### src/rtl/bcd_tens_stage_pkg.sv
// Shared BCD digit types and helpers for the counter chain.
// Used by the tens stage and its rollover detector.
package contador_pkg;

    typedef logic [3:0] bcd_digit_t;

    localparam bcd_digit_t BCD_MAX = 4'd9;
    localparam bcd_digit_t BCD_MIN = 4'd0;

    function automatic logic is_bcd(input bcd_digit_t d);
        return d <= BCD_MAX;
    endfunction

endpackage

### src/rtl/bcd_tens_stage_if.sv
// Digit bus between the units counter and the tens stage.
// master = upstream/driver side, slave = tens stage.
interface bcd_tens_stage_if;
    import contador_pkg::*;

    logic       en;
    logic       units_clr;
    bcd_digit_t units_q;
    bcd_digit_t tens_q;
    logic       wrap_pulse;
    logic       carry_out;
    logic       bad_digit;
    logic       seq_err;

    modport master (
        output en, units_clr, units_q,
        input  tens_q, wrap_pulse, carry_out, bad_digit, seq_err
    );

    modport slave (
        input  en, units_clr, units_q,
        output tens_q, wrap_pulse, carry_out, bad_digit, seq_err
    );

endinterface

### src/rtl/bcd_tens_stage_wrap_detect.sv
// Tracks the previous units sample and flags the 9->0 rollover.
// Optional sequence checker enabled by BCD_TENS_SEQ_CHECK_EN.
module bcd_wrap_detect
    import contador_pkg::*;
#(
    parameter int DW = 4
) (
    input  logic          clk,
    input  logic          reset,
    input  logic          en,
    input  logic          units_clr,
    input  logic [DW-1:0] units_q,
    output logic          wrap,
    output logic          seq_hit
);

    logic [DW-1:0] prev_q;
    logic          prev_vld;
    logic          sample;

    assign sample = en && !units_clr;

    assign wrap = sample && prev_vld
               && (prev_q == BCD_MAX)
               && (units_q == BCD_MIN);

    // Previous-sample register; a clear restarts detection.
    always_ff @(posedge clk) begin
        if (!reset) begin
            prev_q   <= '0;
            prev_vld <= 1'b0;
        end else if (en) begin
            if (units_clr) begin
                prev_q   <= '0;
                prev_vld <= 1'b0;
            end else begin
                prev_q   <= units_q;
                prev_vld <= 1'b1;
            end
        end
    end

`ifdef BCD_TENS_SEQ_CHECK_EN
    logic step_ok;

    // Legal successors: stall, +1 below 9, or 0 after 9.
    always_comb begin
        step_ok = (units_q == prev_q);
        if (prev_q == BCD_MAX) begin
            step_ok = step_ok | (units_q == BCD_MIN);
        end else if (prev_q < BCD_MAX) begin
            step_ok = step_ok | (units_q == prev_q + 1'b1);
        end
    end

    assign seq_hit = sample && prev_vld && !step_ok;
`else
    assign seq_hit = 1'b0;
`endif

endmodule

### src/rtl/bcd_tens_stage.sv
// Tens digit stage: counts units rollovers, emits wrap/carry pulses.
// Optional feature macro: BCD_TENS_SEQ_CHECK_EN (sticky seq_err).
module bcd_tens_stage
    import contador_pkg::*;
#(
    parameter int TENS_MAX = 9,
    parameter int DW       = 4
) (
    input  logic        clk,
    input  logic        reset,
    bcd_tens_stage_if.slave bus
);

    localparam logic [DW-1:0] TMAX = DW'(TENS_MAX);

    logic [DW-1:0] tens_r;
    logic          wrap_r;
    logic          carry_r;
    logic          bad_r;
    logic          seq_r;
    logic          wrap;
    logic          seq_hit;

    bcd_wrap_detect #(
        .DW(DW)
    ) u_det (
        .clk      (clk),
        .reset    (reset),
        .en       (bus.en),
        .units_clr(bus.units_clr),
        .units_q  (bus.units_q),
        .wrap     (wrap),
        .seq_hit  (seq_hit)
    );

    // Tens counter, one-cycle pulses and sticky error flags.
    always_ff @(posedge clk) begin
        if (!reset) begin
            tens_r  <= '0;
            wrap_r  <= 1'b0;
            carry_r <= 1'b0;
            bad_r   <= 1'b0;
            seq_r   <= 1'b0;
        end else if (!bus.en) begin
            wrap_r  <= 1'b0;
            carry_r <= 1'b0;
        end else begin
            wrap_r  <= wrap;
            carry_r <= 1'b0;
            if (wrap) begin
                if (tens_r == TMAX) begin
                    tens_r  <= '0;
                    carry_r <= 1'b1;
                end else begin
                    tens_r <= tens_r + 1'b1;
                end
            end
            if (!is_bcd(bus.units_q)) begin
                bad_r <= 1'b1;
            end
            if (seq_hit) begin
                seq_r <= 1'b1;
            end
        end
    end

    assign bus.tens_q     = tens_r;
    assign bus.wrap_pulse = wrap_r;
    assign bus.carry_out  = carry_r;
    assign bus.bad_digit  = bad_r;
    assign bus.seq_err    = seq_r;

endmodule

### src/flat_wrapper.sv
// flat-port wrapper written by rule: the top's interface ports become plain ports
module bcd_tens_stage_flat import contador_pkg::*;
#(
    parameter int TENS_MAX = 9,
    parameter int DW       = 4
)
  (clk, reset, bus_en, bus_units_clr, bus_units_q, bus_tens_q, bus_wrap_pulse, bus_carry_out, bus_bad_digit, bus_seq_err);
  bcd_tens_stage_if bus_i ();
  input  logic clk;
  input  logic reset;
  input wire logic [$bits(bus_i.en)-1:0] bus_en;
  input wire logic [$bits(bus_i.units_clr)-1:0] bus_units_clr;
  input wire logic [$bits(bus_i.units_q)-1:0] bus_units_q;
  output wire logic [$bits(bus_i.tens_q)-1:0] bus_tens_q;
  output wire logic [$bits(bus_i.wrap_pulse)-1:0] bus_wrap_pulse;
  output wire logic [$bits(bus_i.carry_out)-1:0] bus_carry_out;
  output wire logic [$bits(bus_i.bad_digit)-1:0] bus_bad_digit;
  output wire logic [$bits(bus_i.seq_err)-1:0] bus_seq_err;
  assign bus_i.en = bus_en;
  assign bus_i.units_clr = bus_units_clr;
  assign bus_i.units_q = bus_units_q;
  assign bus_tens_q = bus_i.tens_q;
  assign bus_wrap_pulse = bus_i.wrap_pulse;
  assign bus_carry_out = bus_i.carry_out;
  assign bus_bad_digit = bus_i.bad_digit;
  assign bus_seq_err = bus_i.seq_err;
  bcd_tens_stage #(.TENS_MAX(TENS_MAX), .DW(DW)) u_core (.clk(clk), .reset(reset), .bus(bus_i));
endmodule
### config.mk
export PLATFORM = sky130hd
export DESIGN_NAME = bcd_tens_stage_flat
export DESIGN_NICKNAME = d
export VERILOG_FILES = /design/src/rtl/bcd_tens_stage_pkg.sv /design/src/rtl/bcd_tens_stage_if.sv /design/src/rtl/bcd_tens_stage_wrap_detect.sv /design/src/rtl/bcd_tens_stage.sv /design/src/flat_wrapper.sv
export SDC_FILE = /design/constraint.sdc
export NUM_CORES = 1
export LEC_CHECK = 0
export ABC_AREA = 1
export BUFFER_PORTS_ARGS = -buffer_cell sky130_fd_sc_hd__clkbuf_2
export CAP_MARGIN = 40
export CORE_MARGIN = 1.5
export CORE_UTILIZATION = 40
export DETAILED_ROUTE_END_ITERATION = 10
export PLACE_DENSITY = 0.75
export RECOVER_POWER = 100
export SLEW_MARGIN = 25
export SYNTH_ARGS = -nofsm -noshare
export SYNTH_HDL_FRONTEND = slang
export SYNTH_SLANG_ARGS = --single-unit
### constraint.sdc
create_clock -name clk -period 0.97 [get_ports clk]
set_input_delay 0.1455 -clock clk [delete_from_list [all_inputs] [get_ports clk]]
set_output_delay 0.1455 -clock clk [all_outputs]
set_load 0.05 [all_outputs]
Yosys cells after proc, flatten, opt, wreduce, memory -nomap -nowiden
Index checks and enable logic that the tools add are counted.

operators by class
  add/subtract/negate cells = 1
  bitwise gates (word level) = 1
  $lt $le $gt $ge = 1
  reductions and logical operators = 10
  eq/ne operators = 2
  mux-type cells = 4

operator list
  operator                                               number
  equality test 4 bit, second input constant             2
  two-way mux 4 bit                                      2
  AND reduction 2 bit                                    3
  adder 4 x 1 -> 4 bit, second input constant            1
  less-or-equal comparator 4 bit, second input constant  1
  logical AND 1 bit                                      4
  zero test 4 bit                                        1
  AND reduction 3 bit                                    1
  two-way mux 1 bit                                      2
  zero test 1 bit                                        1
  NOT 1 bit                                              1

word-level totals
  output and inout bits = 8
  word-level logic and storage cells = 25
  bits of input ports = 8
  register bits = 12

Logic depth before layout (Yosys ltp)
Gate-level depths: netlist (run 1).

  word-level depth = 6
  depth in mapped cells = 8
  gate-level depth less buffers = 8

Cells and area by module
A second synthesis (run 1) with hierarchy kept.

second synthesis, totals
  cell total of the unflattened synthesis = 81
  area total of the unflattened synthesis = 554.3 sq um

modules (own cells, without submodules)
  module           cells an instance  seq. area each (sq um)  times used  area an instance (sq um)
  bcd_tens_stage   42                 160.2                   1           309.0
  bcd_wrap_detect  39                 100.1                   1           245.2

Worst setup path before layout (run 1)
No wires, ideal clock.

  path kind = reg-to-reg
  from = reg u_core.tens_r[0], in the netlist u_core.bus.tens_q[0]
  to = reg u_core.tens_r[3], in the netlist u_core.bus.tens_q[3]
  library setup time = 0.110 ns
  slack = -0.367 ns
  arrival time = 1.227 ns
  required time = 0.860 ns
  period minus slack after synthesis = 1.337 ns
  cell stages (with the launch flop) = 8
  path buffers = 0
  path through = dfxtp_1 inv_1 nor2_1 nand2_1 nand2_1 nand3_1 nand2_1 nor2_2

on the way
  cells in the longest elaborated chain, start to end = 2

ends and longest elaborated chain
  what                                                         line                                        text
  from (decl)                                                  bcd_tens_stage.sv:16                        logic [DW-1:0] tens_r;
  from (signal assigned)                                       bcd_tens_stage.sv:55                        tens_r <= tens_r + 1'b1;
  adder 4 x 1 -> 4 bit or equality test 4 bit (tied branches)  bcd_tens_stage.sv:55, bcd_tens_stage.sv:51
  two-way mux 4 bit *                                          bcd_tens_stage.sv:51                        if (tens_r == TMAX) begin

Every way passes the cells marked *; elsewhere a longest branch is shown, timed or not.
A chain may end at the register's enable or synchronous reset.

Worst setup path in the final report (run 1)
  from = reg u_core.u_det.prev_q[3]
  to = reg u_core.carry_r, in the netlist u_core.bus.carry_out

on the way
  cells in the longest elaborated chain, start to end = 4

ends and longest elaborated chain
  what                                  line                              text
  from (decl)                           bcd_tens_stage_wrap_detect.sv:17  logic [DW-1:0] prev_q;
  from (signal assigned)                bcd_tens_stage_wrap_detect.sv:37  prev_q <= units_q;
  equality test 4 bit                   bcd_tens_stage_wrap_detect.sv:24  && (prev_q == BCD_MAX)
  logical AND 1 bit                     bcd_tens_stage_wrap_detect.sv:24
  logical AND 1 bit                     bcd_tens_stage_wrap_detect.sv:25  && (units_q == BCD_MIN);
  AND reduction 3 bit (no source line)  -
  to (signal assigned)                  bcd_tens_stage.sv:41              carry_r <= 1'b0;
  to (signal assigned)                  bcd_tens_stage.sv:46              carry_r <= 1'b0;
  to (signal assigned)                  bcd_tens_stage.sv:49              carry_r <= 1'b0;
  to (decl)                             bcd_tens_stage.sv:18              logic carry_r;

No other way between the ends.

==> results of run 1 <==
-- cells in the mapped netlist --
cell       n
inv_1     11
dfxtp_1   12
nand2_2    1
nand2_1   27
nand3_2    1
conb_1     1
nand4_1    1
o21ai_1    1
and2_1     1
o21ai_0    1
nor2_4     2
nand3_1    7
nor3_1     2
a31oi_1    1
nor2_2     2
a21oi_1    7
nand2_4    1
inv_2      3
nor2_1    15
clkinv_1   1
buf_4      1
-- cell usage in the layout (no fill, tap or decap) --
cell       Yosys  final
a21oi_1        7      6
a21oi_2        0      1
a31oi_1        1      1
and2_1         1      1
buf_4          1      6
buf_6          0      2
clkbuf_1       0      1
clkbuf_16      0      3
clkbuf_2       0      7
clkbuf_4       0      4
clkinv_1       1      1
conb_1         1      1
dfxtp_1       12      5
dfxtp_2        0      3
dfxtp_4        0      4
inv_1         11      9
inv_2          3      5
nand2_1       27     27
nand2_2        1      1
nand2_4        1      1
nand3_1        7      5
nand3_2        1      3
nand4_1        1      1
nor2_1        15     11
nor2_2         2      5
nor2_4         2      3
nor3_1         2      2
o21ai_0        1      1
o21ai_1        1      1
-- kinds of logic after synthesis --
group	share of synthesized area (%)
AND/OR/NAND/NOR	43.6
buffers and inverters	10.0
other	0.589
AO/OA/AOI/OAI	8.05
flip-flops	37.7
-- worst min path at each step --
stage / slack [ps] / to / depth (start not counted) / start
5_1_grt: 100 / u_core.bus.tens_q[1]$_SDFFE_PN0P_ / 3 / reset
6_report: 80 / u_core.bus.tens_q[1]$_SDFFE_PN0P_ / 3 / reset
3_3_place_gp: 380 / u_core.bus.tens_q[1]$_SDFFE_PN0P_ / 3 / reset
4_1_cts: 80 / u_core.bus.tens_q[1]$_SDFFE_PN0P_ / 3 / reset
2_1_floorplan: 260 / u_core.bus.tens_q[1]$_SDFFE_PN0P_ / 2 / reset
3_5_place_dp: 370 / u_core.bus.tens_q[1]$_SDFFE_PN0P_ / 3 / reset
-- what timing repair did --
| action | in CTS | in global routing |
|---|---|---|
| setup buffers | 0 | 1 |
| resized for setup | 23 | 9 |
| pin swaps | 3 | 3 |
| gates cloned | 0 | 0 |
| endpoints found under the setup margin | 12 | 12 |
-- final cells by class --
type | count | area, µm² | area share (%)
Sequential cell | 12 | 259 | 28.5
Timing Repair Buffer | 19 | 185 | 20.4
Tap cell | 16 | 20.0 | 2.20
Clock buffer | 4 | 26.3 | 2.89
Inverter | 15 | 56.3 | 6.20
Multi-Input combinational cell | 71 | 362 | 39.8
-- worst max-delay path, cell delays in order (launching register included) --
cell,delay [ps]
dfxtp_2,330
inv_2,40
nor3_1,230
nand3_2,170
nor3_1,190
-- report_power, final --
group	switching [W]	internal, W
Combinational	0.0000829	0.0000486
Sequential	0.0000108	0.000494
Clock	0.000168	0.000160
Total	0.000261	0.000702
-- metal layers --
metal,routed length (µm),share of wire (%)
met1,667,42
met2,803,50
met3,67,4.2
met4,53,3.3
met5,0,0
-- sequential cells by signal (all words and copies together) (netlist names) --
signal,cells
u_core.bus.bad_digit,1
u_core.u_det.prev_q,4
u_core.bus.wrap_pulse,1
u_core.bus.carry_out,1
u_core.bus.tens_q,4
u_core.u_det.prev_vld,1
-- stage by stage --
| stage | util (%) | setup slack (ps) | setup TNS [ps] | power [W] |
|---|---|---|---|---|
| 6_report | 60.3 | -82.4 | -387 | 0.000963 |
| 5_1_grt | 60.3 | -161 | -830 | 0.00101 |
| 4_1_cts | 59.5 | -23.8 | -56.3 | 0.000965 |
| 3_5_place_dp | 50.9 | -65.8 | -235 | 0.000631 |
| 3_3_place_gp | 50.9 | -40.7 | -148 | 0.000627 |
| 2_1_floorplan | - | -29.9 | -29.9 | 0.000581 |
==> results.md, run 1 <==
- Pins Over Slew Limit: 0
- Distinct cells, synth: 21
- Layout Cells excl Fill: around 140
- Area leader, netlist: dfxtp_1
- Max frequency: between 0.9 and 1 GHz
- Clock Path Buffers: 2
- Worst skew pair latency: between 200 and 300 ps
- Post-synth top area share: 37.7%
- H-tree depth: 1
- Drt drc: 0
- Seq/Total Area, Yosys: a little under two fifths
- Design area: 908 µm²
- Met1 usage in global routing: 24.3%
- Max_cap viols: 0
- Port Buf Inserts: 14
- Critical Path Fanout Max: 3
- Post-Place Cells: between 100 and 150
- All-Layer GR Usage: 18.5%
- Setup crit end kind: flip-flop
- DP HPWL: 1100 µm
- Vias in the first global route: 616
- Clk_skew: about 5 ps
- Post-Syn Area per Cell: 6.43 µm²
- Reg2reg start: u_core.u_det.prev_q[3]$_SDFFE_PN0P_
- Cts hold-fix bufs: 0
- Met2 Use GR: between 20% and 30%
- RSZ-0062 raised after global routing: true
- Syn_nets: 107
- Final period util: 108%
- CTS Sinks: 12
- Cts bufs inserted: 3
- Final hold violation count: 0
- Largest net degree at the start of global routing: 11
- Initial DRC Count: 22
- Initial antenna violation count: 0
- Maximum vdd drop: 0.000507 V
- WP data arrival: about 1200 ps
- Hold_ws: approximately 84 ps
- Cells after Synth: just under 100
- Leakage: 0.379 nW
- Routed WL: ~1600 µm
- Flops & latches, synth: 12
- Ys Warns: 0
- Post-DR wirelength/cell: approximately 12 µm
- GRT busiest layer: met2
- Total gr overflow: 0
- Tmin final: about 1100 ps
- Die X: about 43 µm
- Met3 Usage GRT: 4.26%
- Power Density: ~1100 mW/mm²
- Reg2reg setup slack: -80 ps
- Vias: 701
- RePlAce Congestion: 0.819
- CTS tree: yes
- Placed Area: between 700 and 800 µm²
- Number of diodes: 0
- Worst r2r path cells: 4
- Kind of start point of the critical path: flip-flop
- Post-DRT Antenna Nets: 0
- Die Height: 42.9 µm
- Fillers: roughly 150
- First-pass GRT wire length: 2550 µm
- Cell Rows: 14
- Layout Nets: 130
- Status: finished, violations left
- Synth Cell Area: approximately 640 µm²
- CP Data Required Time: 1160 ps
- Setup ws final: -82.4 ps
- Core ar.: ~0.0015 mm²
- Die ar.: 0.00184 mm²
- Starting Density: 42.3%
- P&R area growth vs syn: 42.6%
- Hold WC Path Type: in2reg
- DRT Pass-1 Iters: 4
- Share of cells above drive strength 1: about two fifths
- Final setup fails: 8
- Worst Setup SP: u_core.u_det.prev_q[3]$_SDFFE_PN0P_
- CP endpoint: u_core.bus.carry_out$_SDFF_PN0_
- Top cells by area, synth: dfxtp_1, nand2_1, nor2_1, inv_1, a21oi_1
- Root Driver: clkbuf_4
- IO Count: 16
- CTS clk-pin slew, worst paths: 80 ps
- Setup CP Type: reg2reg
- Reg2reg end: u_core.bus.carry_out$_SDFF_PN0_
- Drt via density: slightly above 5
- Failing checks: negative setup slack
Power figures use the tool's default switching activity.
==> run 2: changes to the inputs <==
SETUP_SLACK_MARGIN = 0.05   (was unset)
==> results.md, run 2 (synthesis gave the netlist of run 1 again) <==
- CP most frequent cell: nand2_1
- DRT Pass-1 Iters: 4
- Clk_skew: around 6.5 ps
- Layout Nets: approximately 130
- Worst skew pair latency: between 200 and 300 ps
- Most common cell after layout, fill and taps aside: nand2_1
- Fin util: roughly 66%
- Setup TNS: -142 ps
- Vias in the first global route: roughly 620
- Critical Path Fanout Max: 3
- CP max stage cell: dfxtp_4
- Drt via density: 4.95
- Clock Path Buffers: 2
- Cell family with most CP delay: simple AND/OR/NAND/NOR gates
- P&R area growth vs syn: 56.8%
- Root Driver: clkbuf_4
- Share of cells above drive strength 1: between 50 and 60%
- Vias: 683
- CTS clk-pin slew, worst paths: ~80 ps
- H-tree depth: 1
- Cts hold-fix bufs: 0
- Die ar.: roughly 0.0018 mm²
- Initial DRC Count: 26
- Maximum vdd drop: just under 0.0008 V
- Power Density: roughly 1000 mW/mm²
- Setup CP Type: reg2reg
- Starting Density: between 40% and 50%
- Dpl ws: -29.9 ps
- Final hold violation count: 0
- Drt drc: 0
- Initial antenna violation count: 0
- Routed WL: roughly 1500 µm
- Final setup fails: 6
- Die Height: approximately 43 µm
- CTS tree: yes
- Total gr overflow: 0
- Hold_ws: between 90 and 100 ps
- Die X: between 40 and 50 µm
- Post-DRT Antenna Nets: 0
- CP Data Required Time: approximately 1200 ps
- Setup crit end kind: flip-flop
- Number of diodes: 0
- Max frequency: around 1.0 GHz
- CTS Sinks: 12
- Pins Over Slew Limit: 0
- DP HPWL: 1040 µm
- Failing checks: negative setup slack
- Core ar.: 0.00151 mm²
- Status: finished, violations left
- Hold WC Path Type: in2reg
- Tmin final: about 1000 ps
- All-Layer GR Usage: 18.5%
- Leakage: about 0.42 nW
- WP data arrival: 1210 ps
- Max_cap viols: 0
- RePlAce Congestion: between 0.8 and 0.9
- IO Count: 16
- Post-DR wirelength/cell: approximately 11 µm
- CP cell instances: inv_2, nand2_1, nor2_1, nand3_2, nand2_1, nand2_1, nor2_1
- Cell Rows: 14
- Commonest cells after routing, fill and taps aside: nand2_1, nor2_1, inv_1
- Setup ws final: -33.4 ps
- Kind of start point of the critical path: flip-flop
- Layout Cells excl Fill: between 100 and 150
- Largest net degree at the start of global routing: 11
- Post-Place Cells: between 100 and 150
- Cts bufs inserted: 3
- RSZ-0062 raised after global routing: true
- First-pass GRT wire length: approximately 2600 µm
- Fillers: about 120
- CP max stage delay: ~360 ps
- WP buf/inv: 1
- Port Buf Inserts: 14
- Final period util: 103%
[run 2: timing repair]
action | 4_1_cts | 5_1_grt
cloned | 0 | 0
resized for setup | 29 | 16
pin swaps | 3 | 8
endpoints found under the setup margin | 13 | 13
setup buffers | 2 | 0
[run 2: final timing paths]
| check | slack [ps] | from | cells past startpoint | end |
|---|---|---|---|---|
| min reg2reg | 490 | u_core.u_det.prev_q[1]$_SDFFE_PN0P_ | 2 | u_core.u_det.prev_q[1]$_SDFFE_PN0P_ |
| max reg2reg | -30 | u_core.u_det.prev_q[2]$_SDFFE_PN0P_ | 7 | u_core.bus.tens_q[1]$_SDFFE_PN0P_ |
| min | 100 | reset | 3 | u_core.bus.tens_q[1]$_SDFFE_PN0P_ |
| max | -30 | u_core.u_det.prev_q[2]$_SDFFE_PN0P_ | 7 | u_core.bus.tens_q[1]$_SDFFE_PN0P_ |
[run 2: per-stage QoR]
stage	cell area [µm²]	power [W]
6_report	998	0.00103
5_1_grt	998	0.00107
4_1_cts	958	0.00103
3_5_place_dp	769	0.000629
3_3_place_gp	769	0.000628
2_1_floorplan	657	0.000581
[run 2: layout make-up]
| class | instances | area, µm² | share of cell area, % |
|---|---|---|---|
| tap | 16 | 20.0 | 2.01 |
| multi-input combinational | 71 | 380 | 38.1 |
| timing repair buffer | 20 | 235 | 23.6 |
| clock buffer | 4 | 36.3 | 3.63 |
| sequential | 12 | 269 | 26.9 |
| inverter | 15 | 57.6 | 5.76 |
[run 2: worst reg2reg max path, delay by kind of cell, from the launching register on]
kind	cells	cell delay, ps
buf+inv	1	60
simple gates	6	520
flops	1	360
[run 2: report_power, final]
group | total, W | switching [W] | internal [W]
combinational | 0.000133 | 0.0000808 | 0.0000521
clock | 0.000393 | 0.000164 | 0.000228
sequential | 0.000502 | 0.0000112 | 0.000490
[run 2: routing by layer]
metal | GRT usage (%) | vias up | share of wire, %
met5 | 0 | - | 0
met4 | 3.75 | 0 | 0.68
met3 | 6.38 | 2 | 4.1
met2 | 29.1 | 17 | 48
met1 | 24.5 | 312 | 47
li1 | - | 352 | -
==> run 3: changes to the inputs <==
ABC_AREA = unset   (was 1)
CAP_MARGIN = 25   (was 40)
CORE_AREA = 2 2 39 41   (was unset)
CORE_MARGIN = unset   (was 1.5)
CORE_UTILIZATION = unset   (was 40)
DIE_AREA = 0 0 41 43   (was unset)
PLACE_DENSITY = 0.76   (was 0.75)
==> results.md, run 3 <==
- Status: finished, violations left
- Failing checks: negative setup slack
- Synth Cell Area: roughly 520 µm²
- Most common library cells after synthesis: dfxtp_1, nor2_1, a21oi_1
- Vias in the first global route: ~530
- CTS tree: yes
- Setup crit end kind: flip-flop
- Initial DRC Count: 7
- Total gr overflow: 0
- Die ar.: 0.00176 mm²
- Post-DRT Antenna Nets: 0
- DP HPWL: ~900 µm
- Most frequent cell after synthesis: dfxtp_1
- Final period util: 148%
- Reg2reg setup slack: -460 ps
- Power Density: approximately 1100 mW/mm²
- CP max stage delay: between 300 and 400 ps
- Die X: between 40 and 50 µm
- Vias: 548
- Drt drc: 0
- CP Data Required Time: about 1200 ps
- Largest net degree at the start of global routing: 11
- RePlAce Congestion: 0.784
- Sw frac: roughly a quarter
- Drt via density: slightly above 5
- Hold path cells: 3
- Top cells by area, synth: dfxtp_1, a21oi_1, nor2_1, nor2b_1, nor4b_4
- Pwr Total: between 0.001 and 0.0015 W
- Commonest cells after routing, fill and taps aside: buf_4, nor2_1, a21oi_1, clkbuf_2, dfxtp_1
- H-tree depth: 1
- CP max stage cell: or3_1
- Seq/Total Area, Yosys: between 40% and 50%
- Starting Density: a little under two fifths
- Die Height: about 43 µm
- Cell family with most CP delay: simple AND/OR/NAND/NOR gates
- IO Count: 16
- Hold EP: u_core.u_det.prev_q[0]$_SDFFE_PN0P_
- Reg2reg end: u_core.bus.tens_q[2]$_SDFFE_PN0P_
- Area leader, netlist: dfxtp_1
- WP buf/inv: 0
- Pint: approximately 0.00078 W
- Comb pwr share: around 11%
- Setup CP Type: reg2reg
- Share of cells above drive strength 1: 56.0%
- Ys async rst share: 0%
- Post-Syn Area per Cell: 9.02 µm²
- Reg2reg start: u_core.u_det.prev_q[1]$_SDFFE_PN0P_
- DRT Pass-1 Iters: 4
- Critical Path Fanout Max: 2
- Post-DR wirelength/cell: 15.0 µm
- Number of diodes: 0
- Initial antenna violation count: 0
- All-Layer GR Usage: 20.3%
- Hold Startpoint: bus_units_q[0]
- Post-synth top area share: a little under half
- Cts hold-fix bufs: 0
- Ys Warns: 0
- Kind of start point of the critical path: flip-flop
- Flop pwr share: approximately 49%
- Most common cell after layout, fill and taps aside: buf_4
- Final setup fails: 10
- Core ar.: about 0.0014 mm²
- Worst skew pair latency: around 270 ps
- Layout Nets: 100
- Cells after Synth: 58
- Clk_skew: approximately 0.65 ps
- Max frequency: roughly 0.7 GHz
- Worst r2r path cells: 4
- Setup TNS: -2370 ps
- Most common flop cell mapped by yosys: dfxtp_1
- WP data arrival: around 1600 ps
- P&R area growth vs syn: 78.5%
- Pins Over Slew Limit: 0
- Cell Rows: 14
- Cts bufs inserted: 3
- Clock share of power: 39.7%
- First-pass GRT wire length: between 2000 and 2500 µm
- Hold_ws: 132 ps
- CP cell instances: nor4b_4, nand4_2, or3_1, a21oi_1
- Fillers: approximately 110
- Leakage: between 0.4 and 0.5 nW
- Max_cap viols: 0
- RSZ-0062 raised after global routing: true
- Final hold violation count: 0
- Port Buf Inserts: 14
- Tmin final: 1430 ps
- Layout Cells excl Fill: 107
- Root Driver: clkbuf_4
- Psw: about 0.00025 W
- Setup ws final: -463 ps
- Clock Path Buffers: 2
- Post-Place Cells: between 90 and 100
- Routed WL: 1600 µm
- Distinct cells, synth: 25
- CTS clk-pin slew, worst paths: 80 ps
- Maximum vdd drop: 0.000525 V
- Hold WC Path Type: in2reg
- CTS Sinks: 12
- Number of synthesized flops with an enable pin: 0
- Flops & latches, synth: 12
- Syn_nets: between 60 and 70
[run 3: worst max path at each step]
| stage | from | to | slack (ps) | cells after the start |
|---|---|---|---|---|
| final | u_core.u_det.prev_q[1]$_SDFFE_PN0P_ | u_core.bus.tens_q[2]$_SDFFE_PN0P_ | -460 | 4 |
| after CTS | u_core.u_det.prev_q[1]$_SDFFE_PN0P_ | u_core.bus.tens_q[2]$_SDFFE_PN0P_ | -330 | 4 |
| after global placement | u_core.u_det.prev_q[1]$_SDFFE_PN0P_ | u_core.bus.tens_q[2]$_SDFFE_PN0P_ | -240 | 4 |
| after floorplan | u_core.bus.tens_q[0]$_SDFFE_PN0P_ | u_core.bus.tens_q[2]$_SDFFE_PN0P_ | -320 | 4 |
| after detailed placement | u_core.u_det.prev_q[1]$_SDFFE_PN0P_ | u_core.bus.tens_q[2]$_SDFFE_PN0P_ | -310 | 4 |
| after global routing | u_core.u_det.prev_q[1]$_SDFFE_PN0P_ | u_core.bus.tens_q[2]$_SDFFE_PN0P_ | -500 | 4 |
[run 3: final cells by class]
class                   count  area [µm²]  area share, %
well taps                  16        20.0           2.14
clock buffers               4        36.3           3.89
flip-flops and latches     12         256           27.5
multi-input cells          39         275           29.5
repair buffers             32         330           35.4
inverters                   4        15.0           1.61
[run 3: layer usage]
layer  GRT usage (%)  part of all wire [%]
met4            15.3                   3.6
met5               0                     0
met3            6.28                   2.4
met2            30.9                    51
met1            22.0                    43
[run 3: cell families after synthesis]
logic type             after synthesis  synth area share, %
AO/OA/AOI/OAI                       11                 11.7
XOR/XNOR                             2                 3.35
buffers and inverters                7                 5.74
flip-flops                          12                 45.9
multiplexers                         1                 1.91
other                                1                0.717
AND/OR/NAND/NOR                     24                 30.6
[run 3: power by group through the flow]
stage	Clock, W	Sequential [W]	Combinational, W
detailed placement	0	0.000515	0.000106
global route	0.000438	0.000506	0.000123
CTS	0.000412	0.000504	0.000111
floorplan	0	0.000523	0.0000462
finish	0.000408	0.000505	0.000114
global placement	0	0.000514	0.000104
[run 3: per-stage QoR]
| stage | utilization (%) | worst slack [ps] | instance area (µm²) |
|---|---|---|---|
| after global routing | 67.5 | -500 | 933 |
| after CTS | 66.6 | -326 | 922 |
| final | 67.5 | -463 | 933 |
| after global placement | 51.6 | -243 | 714 |
| after floorplan | - | -321 | 542 |
| after detailed placement | 51.6 | -309 | 714 |
[run 3: repair_timing]
item	in CTS	in global routing
endpoints found under the setup margin	13	13
resized for setup	27	4
setup buffers	5	0
pin swaps	5	2
[run 3: worst min-delay path, stage by stage]
cell and delay [ps]:
clkbuf_2 90, a21oi_1 60, nor2_1 80
